==> config.mk <==
export PLATFORM = sky130hd
export DESIGN_NAME = phoenix_rom_loader
export DESIGN_NICKNAME = d
export VERILOG_FILES = /design/src/rtl/phoenix_rom_loader.sv
export SDC_FILE = /design/constraint.sdc
export NUM_CORES = 1
export LEC_CHECK = 0
export CORE_AREA = 5 5 93 95
export DETAILED_ROUTE_END_ITERATION = 12
export DIE_AREA = 0 0 98 100
export PLACE_DENSITY = 0.86
export SLEW_MARGIN = 10
export SYNTH_ARGS = -nofsm -noshare
export SYNTH_HDL_FRONTEND = slang
export SYNTH_SLANG_ARGS = --single-unit
==> constraint.sdc <==
create_clock -name clk_sys -period 7.3 [get_ports clk_sys]
set_input_delay 1.825 -clock clk_sys [delete_from_list [all_inputs] [get_ports clk_sys]]
set_output_delay 1.825 -clock clk_sys [all_outputs]
set_load 0.05 [all_outputs]
==> src/rtl/phoenix_rom_loader.sv <==
// HPS ROM stream to Phoenix ROM/PROM write strobes, plus core reset sequencing.
// Optional checksum check enabled by defining PHOENIX_ROM_CKSUM_EN.
module phoenix_rom_loader #(
  parameter int          PROG_SIZE    = 16384,
  parameter int          BG_SIZE      = 4096,
  parameter int          FG_SIZE      = 4096,
  parameter int          PROM_SIZE    = 512,
  parameter int          HOLD_CYCLES  = 64,
  parameter logic [15:0] EXPECTED_SUM = 16'h0000
) (
  input  logic        clk_sys,
  input  logic        reset_n,
  input  logic        ioctl_download,
  input  logic [7:0]  ioctl_index,
  input  logic        ioctl_wr,
  input  logic [24:0] ioctl_addr,
  input  logic [7:0]  ioctl_dout,
  output logic [13:0] rom_addr,
  output logic [7:0]  rom_data,
  output logic        prog_we,
  output logic        bg_we,
  output logic        fg_we,
  output logic        prom_we,
  output logic        core_reset,
  output logic        load_done,
  output logic        load_error
);

  typedef enum logic [1:0] {
    IDLE,
    LOAD,
    HOLD,
    RUN
  } state_t;

  localparam logic [25:0] BG_BASE =
    26'(PROG_SIZE);
  localparam logic [25:0] FG_BASE =
    26'(PROG_SIZE + BG_SIZE);
  localparam logic [25:0] PROM_BASE =
    26'(PROG_SIZE + BG_SIZE + FG_SIZE);
  localparam logic [25:0] TOTAL =
    26'(PROG_SIZE + BG_SIZE + FG_SIZE + PROM_SIZE);
  localparam int HW = $clog2(HOLD_CYCLES + 1);
  localparam logic [HW-1:0] HOLD_LAST =
    HW'(HOLD_CYCLES - 1);

  state_t        state, state_nx;
  logic          dl_q;
  logic [25:0]   cnt, cnt_nx, cnt_base;
  logic          err, err_nx;
  logic [HW-1:0] hold_cnt, hold_nx;
  logic [3:0]    we_q, we_nx;
  logic [13:0]   addr_nx;
  logic [25:0]   addr_x, base;
  logic          start, accept, in_range;
  logic          r_prog, r_bg, r_fg, r_prom;
  logic          load_end, sum_bad;

  assign addr_x = {1'b0, ioctl_addr};

  // Only a fresh rising edge starts a download, so a stream cut by reset stays ignored.
  assign start = ioctl_download & ~dl_q &
                 (ioctl_index == 8'h00) &
                 ((state == IDLE) | (state == RUN));

  // In LOAD the final byte is taken even when download drops in that cycle.
  assign accept = ioctl_wr &
                  (ioctl_index == 8'h00) &
                  ((state == LOAD) | start);

  assign load_end = (state == LOAD) & ~ioctl_download;

  assign r_prog   = addr_x < BG_BASE;
  assign r_bg     = ~r_prog & (addr_x < FG_BASE);
  assign r_fg     = ~r_prog & ~r_bg &
                    (addr_x < PROM_BASE);
  assign in_range = addr_x < TOTAL;
  assign r_prom   = ~r_prog & ~r_bg & ~r_fg &
                    in_range;

  always_comb begin
    we_nx = 4'b0000;
    base  = '0;
    unique case (1'b1)
      r_prog: we_nx = 4'b0001;
      r_bg: begin
        we_nx = 4'b0010;
        base  = BG_BASE;
      end
      r_fg: begin
        we_nx = 4'b0100;
        base  = FG_BASE;
      end
      r_prom: begin
        we_nx = 4'b1000;
        base  = PROM_BASE;
      end
      default: we_nx = 4'b0000;
    endcase
    if (!accept) we_nx = 4'b0000;
    addr_nx = 14'(addr_x - base);
  end

`ifdef PHOENIX_ROM_CKSUM_EN
  logic [15:0] sum, sum_nx;

  always_comb begin
    sum_nx = start ? 16'h0000 : sum;
    if (accept && in_range)
      sum_nx = sum_nx + {8'h00, ioctl_dout};
  end

  assign sum_bad = sum_nx != EXPECTED_SUM;

  always_ff @(posedge clk_sys or negedge reset_n) begin
    if (!reset_n) sum <= 16'h0000;
    else          sum <= sum_nx;
  end
`else
  logic [15:0] unused_sum;
  assign unused_sum = EXPECTED_SUM;
  assign sum_bad    = 1'b0;
`endif

  always_comb begin
    cnt_base = start ? '0 : cnt;
    cnt_nx   = cnt_base;
    if (accept && (addr_x + 26'd1 > cnt_base))
      cnt_nx = addr_x + 26'd1;
    err_nx = (err & ~start) | (accept & ~in_range);
    if (load_end && ((cnt_nx < TOTAL) || sum_bad))
      err_nx = 1'b1;
  end

  always_comb begin
    state_nx = state;
    hold_nx  = hold_cnt;
    unique case (state)
      IDLE: if (start) state_nx = LOAD;
      LOAD: begin
        if (!ioctl_download) begin
          state_nx = HOLD;
          hold_nx  = '0;
        end
      end
      HOLD: begin
        if (hold_cnt == HOLD_LAST) state_nx = RUN;
        else hold_nx = hold_cnt + HW'(1);
      end
      RUN: if (start) state_nx = LOAD;
      default: state_nx = IDLE;
    endcase
  end

  always_ff @(posedge clk_sys or negedge reset_n) begin
    if (!reset_n) begin
      state    <= IDLE;
      dl_q     <= 1'b1;
      cnt      <= '0;
      err      <= 1'b0;
      hold_cnt <= '0;
      we_q     <= 4'b0000;
      rom_addr <= '0;
      rom_data <= '0;
    end else begin
      state    <= state_nx;
      dl_q     <= ioctl_download;
      cnt      <= cnt_nx;
      err      <= err_nx;
      hold_cnt <= hold_nx;
      we_q     <= we_nx;
      if (accept) begin
        rom_addr <= addr_nx;
        rom_data <= ioctl_dout;
      end
    end
  end

  assign prog_we    = we_q[0];
  assign bg_we      = we_q[1];
  assign fg_we      = we_q[2];
  assign prom_we    = we_q[3];
  assign core_reset = state != RUN;
  assign load_done  = state == RUN;
  assign load_error = err;

endmodule

# Word level (Yosys, flattened, before mapping)
# Index checks and enable logic that the tools add are counted.
# totals
ff_bits	63
output_inout_bits	29
# op_classes
n_addsub	3
n_lt_le_gt_ge	6
eq_ne	9
muxes	13
n_reduce_logical	8
bitwise	23
# ops
op	count
less-than comparator 25 x 15 -> 1 bit (second input constant)	4
2-to-1 mux 26 bit	2
case mux 14 bit (3 select lines)	1
adder 25 x 1 -> 26 bit (second input constant)	1
> comparator 26 bit	1
less-than comparator 26 x 15 -> 1 bit (second input constant)	1
case mux 4 bit (4 select lines)	1
2-to-1 mux 7 bit	2
case mux 7 bit (2 select lines)	1
subtractor 14 bit	1
bitwise AND 1 bit	13
zero test 8 bit	1
inequality test 2 bit (second input constant)	4
adder 7 x 1 -> 7 bit (second input constant)	1
== test 7 x 6 -> 1 bit (second input constant)	1
inverter 1 bit	7
2-to-1 mux 2 bit	3
case mux 2 bit (3 select lines)	1
AND reduction 3 bit	2
== test 2 bit (second input constant)	2
2-to-1 mux 4 bit	1
OR 1 bit	3
== test 2 x 1 -> 1 bit (second input constant)	1
logical AND 1 bit	2
other kinds (5)	5

# Longest topological paths before layout
# depth
depth_word	11
ltp_mapped	16
depth_no_buf	14

# Least setup slack after synthesis
# Ideal clock, no wire load.
# synth_path
path_type	input port to flip-flop
startpoint	input port ioctl_addr[0]
endpoint	register err (netlist: load_error)
path_stages	16
arrival_ps	4816
path_slack_ps	2388
setup_ps	95
t_required_ps	7205
path_cell_list	ha_1 -> clkbuf_1 -> inv_1 -> nor4_2 -> nand4_1 -> xor2_1 -> inv_1 -> ha_1 -> nand4_1 -> nor3_1 -> a221oi_1 -> o21ai_0 -> o211ai_4 -> clkbuf_1 -> a21oi_1 -> o31ai_1
# synth_via
elab_chain_cells	7
word_cells_on_any_way	11
classes_between	add/sub (1); order compare (3); mux (2); bitwise (3); reduce/logical (2)
# synth_lines
element	line_no	rtl
start: declaration	16	input logic [24:0] ioctl_addr,
adder 25 x 1 -> 26 bit	129, 130	
> comparator 26 bit	129	if (accept && (addr_x + 26'd1 > cnt_base))
logical AND 1 bit	129	
2-to-1 mux 26 bit	129	
less-than comparator 26 x 15 -> 1 bit	132	if (load_end && ((cnt_nx < TOTAL) || sum_bad))
logical AND 1 bit	132	
2-to-1 mux 1 bit *	132	
via err_nx	51	logic err, err_nx;
end signal: assignment	170	err <= err_nx;
end: declaration	51	
# The timed path passes the listed nets; every way through them passes the cells marked *.
# A chain may end at the register's enable or synchronous reset.

# Final worst setup path
# layout_path
startpoint	input port ioctl_addr[2]
endpoint	register cnt[11]
# layout_via
elab_chain_cells	4
# layout_lines
element	line_no	rtl
adder 25 x 1 -> 26 bit *	129, 130	
> comparator 26 bit	129	
logical AND 1 bit	129	
2-to-1 mux 26 bit *	129	
via cnt_nx[11]	50	logic [25:0] cnt, cnt_nx, cnt_base;
end signal: assignment	169	cnt <= cnt_nx;
end: declaration	50	
# Marked as above.

==> qor.yml <==
required_ns: 7.55
r2r-end: "cnt[11]"
grt_max_degree: 64
first_pass_iters: 5
yosysWarningCount: 0
fin_crit_sh_pct: 83.58
clk-insertion-delay-late_ns: 0.34
synth_edf_count: 0
worstSetupPathType: "in2reg"
reg2reg_depth: 13
antenna_left: 0
fin_skew_ns: 0.008788
netlist_area_mm2: 0.003875
htreeDepth: 3
period_minus_slack_ns: 6.102
yosys-top-cells-area: "dfrtp_1 (40%), ha_1 (10%), mux2_2 (5.8%)"
rows: 32
num-nets-final: 571
worst-path-stages: 14
hold_viol: 0
leakagePower_nw: 2.133
cts_buffer_depth: 2
synthAdderAreaFrac_pct: 10.33
clock-sinks: 63
track_usage_pct: 21.15
dieWidth_um: 98
worstReg2RegStart: "state[0]"
antenna_found_initial: 0
post-synth-top-area-fraction_pct: 40.04
synth_nets: 500
ys.flop_type: "dfrtp_1"
drc_errors: 0
path_buf_inv: 2
synth_top_area_cell: "dfrtp_1"
overflow: 0
grt_pass1_wl_um: 16830
ir_drop_mv: 0.1405
outcome: "completed"
yosys_register_bits: 63
netlist_instances: 423
io_pins: 74
numCtsBuffers: 9
cp_max_fo: 39
finalWirelength_um: 9772
slew_violations: 0
p_per_area_mw_per_mm2: 189.4
dieArea_mm2: 0.009800
portBuffers: 73
synth-compound-area-share_pct: 11.49
relSlewSlack_pct: 38.81
crit_arrival_ns: 6.35
cts.clk_slew.worst_paths_ns: 0.07
tightestPinTransition_ns: 0.9094
grt_pass1_vias: 3510
critPathLaunch: "ioctl_addr[2]"
seq_area_frac_synth_pct: 40.72
rsz0062_at_grt: "false"
area_growth_pct: 25.51
routed_via_density: 5.684
drt-initial-drc-count: 284
cts_tree: "built"
reg2reg_slack_ns: 3.56
postLayoutCoreUtil_pct: 63.60
gp_congestion: 0.9471
hold_class: "reg2reg"
muxShareOfSynthArea_pct: 5.812
start_util_pct: 50.67
synth_most_common_cell: "dfrtp_1"
yosys.area_share.simple_pct: 21.67
hold_slack_ns: 0.5002
ys_types: 44
ctsHoldBuffers: 0
fin_setup_tns_ns: 0
num_antenna_cells: 0
path_delay_family: "simple AND/OR/NAND/NOR gates"
cts_resized: 0
cp-start-kind: "input pin"
synthArstFlopShare_pct: 100.0
core_mm2: 0.007647
synthTopCellsByCount: "dfrtp_1 (62), nand2_1 (52), ha_1 (32), nor2_1 (32), a21oi_1 (31)"
worstPathCellList: "clkdlybuf4s50_1 > nand4_1 > nor4_1 > nand3_1 > xnor2_1 > ha_1 > nand4_1 > nor3_1 > a221oi_1 > o21ai_0 > o211ai_4 > buf_4 > nand3_1 > o21ai_0"
die_y_um: 100
max_freq_mhz: 163.9
drv_cap: 0
worst_setup_path_end_kind: "register"
synth_xor_area_share_pct: 6.103
cp_slowest_cell: "nor4_1"
cts_root_buf: "clkbuf_8"
critical_path.max_stage_delay_ns: 0.88
num_vias: 3416
drive_gt1_share_pct: 9.218
post_cts_buffers: 0
crit_end: "cnt[11]"
hpwl_um: 7477
finalSetupViolCount: 0
syn_area_per_cell_um2: 9.161
synth_top_family_by_area: "simple AND/OR/NAND/NOR gates"
avgRoutedWirePerCell_um: 16.26
-- power breakdown --
part / leakage (nW) / switching, W / internal, W
logic: 1.18 / 0.000155 / 0.0000986
registers: 0.862 / 0.0000177 / 0.000374
clock network: 0.0894 / 0.000135 / 0.000141
total: 2.13 / 0.000308 / 0.000613
-- per-layer routing --
layer	up-vias	wire length, µm	GRT usage [%]
met5	-	0	0
met4	0	259	8.626
met3	21	716	5.837
met2	127	4654	35.08
met1	1621	4141	26.15
li1	1647	-	-
-- layout make-up --
type | count | area [µm²]
flip-flops and latches | 63 | 1578
well taps | 102 | 127.6
fillers | 626 | 2784
multi-input cells | 320 | 2147
repair buffers | 75 | 740.7
clock buffers | 13 | 158.9
inverters | 25 | 93.84
clock inverters | 3 | 17.52
-- state kept, by name (all words and copies together), names as in the netlist --
signal      count
cnt            26
rom_addr       14
rom_data        8
hold_cnt        7
we_q            4
state           2
dl_q            1
load_error      1
-- metrics by stage --
step            power, W  cells  worst slack [ns]  cell area (µm²)
6_report       0.0009213    601             1.198             4863
5_1_grt        0.0009689    601            0.8188             4863
4_1_cts        0.0009246    601             1.276             4863
3_5_place_dp   0.0006488    585            0.9304             4687
3_3_place_gp   0.0006381    585             1.159             4687
2_1_floorplan  0.0005536    423             2.388             3875
-- cell usage in the layout, fill, tap and decap left out, drive strengths merged, types with 3 or more instances in the layout --
master,synthesis,layout
clkdlybuf4s50,0,72
dfrtp,62,62
nand2,53,53
nor2,32,32
ha,32,32
a21oi,32,32
inv,25,25
nand3,24,24
o21ai,22,22
nand4,20,20
mux2,20,20
xnor2,14,14
xor2,13,13
clkbuf,15,13
nor3,12,12
nor4,11,11
or4,5,5
and2,3,3
buf,0,3
-- logic make-up (layout without fill, tap and decap cells) --
logic type                 count (synthesis)  in the layout
muxes                                     20             20
and+or+nand+nor                          169            169
DFF                                       63             63
AOI/OAI and AO/OA                         72             72
buffers and inverters                     40            116
xor gates and xnor gates                  27             27
adders and majority gates                 32             32
-- how the worst min path moves through the flow --
stage / from / end / cells after the start
final: rom_addr[12] / rom_addr[12] / 2
after global routing: rom_data[3] / rom_data[3] / 1
after CTS: rom_addr[12] / rom_addr[12] / 2
after detailed placement: rom_addr[12] / rom_addr[12] / 2
after global placement: rom_addr[12] / rom_addr[12] / 2
after floorplan: cnt[1] / cnt[1] / 2
-- worst min-delay path: cells and delay by family, from the launching register on --
family	cells	cell delay (ns)
AOI/OAI and AO/OA	1	0.07
DFF	1	0.34
and+or+nand+nor	1	0.04
Note: power is estimated with default switching activity, not from simulation.
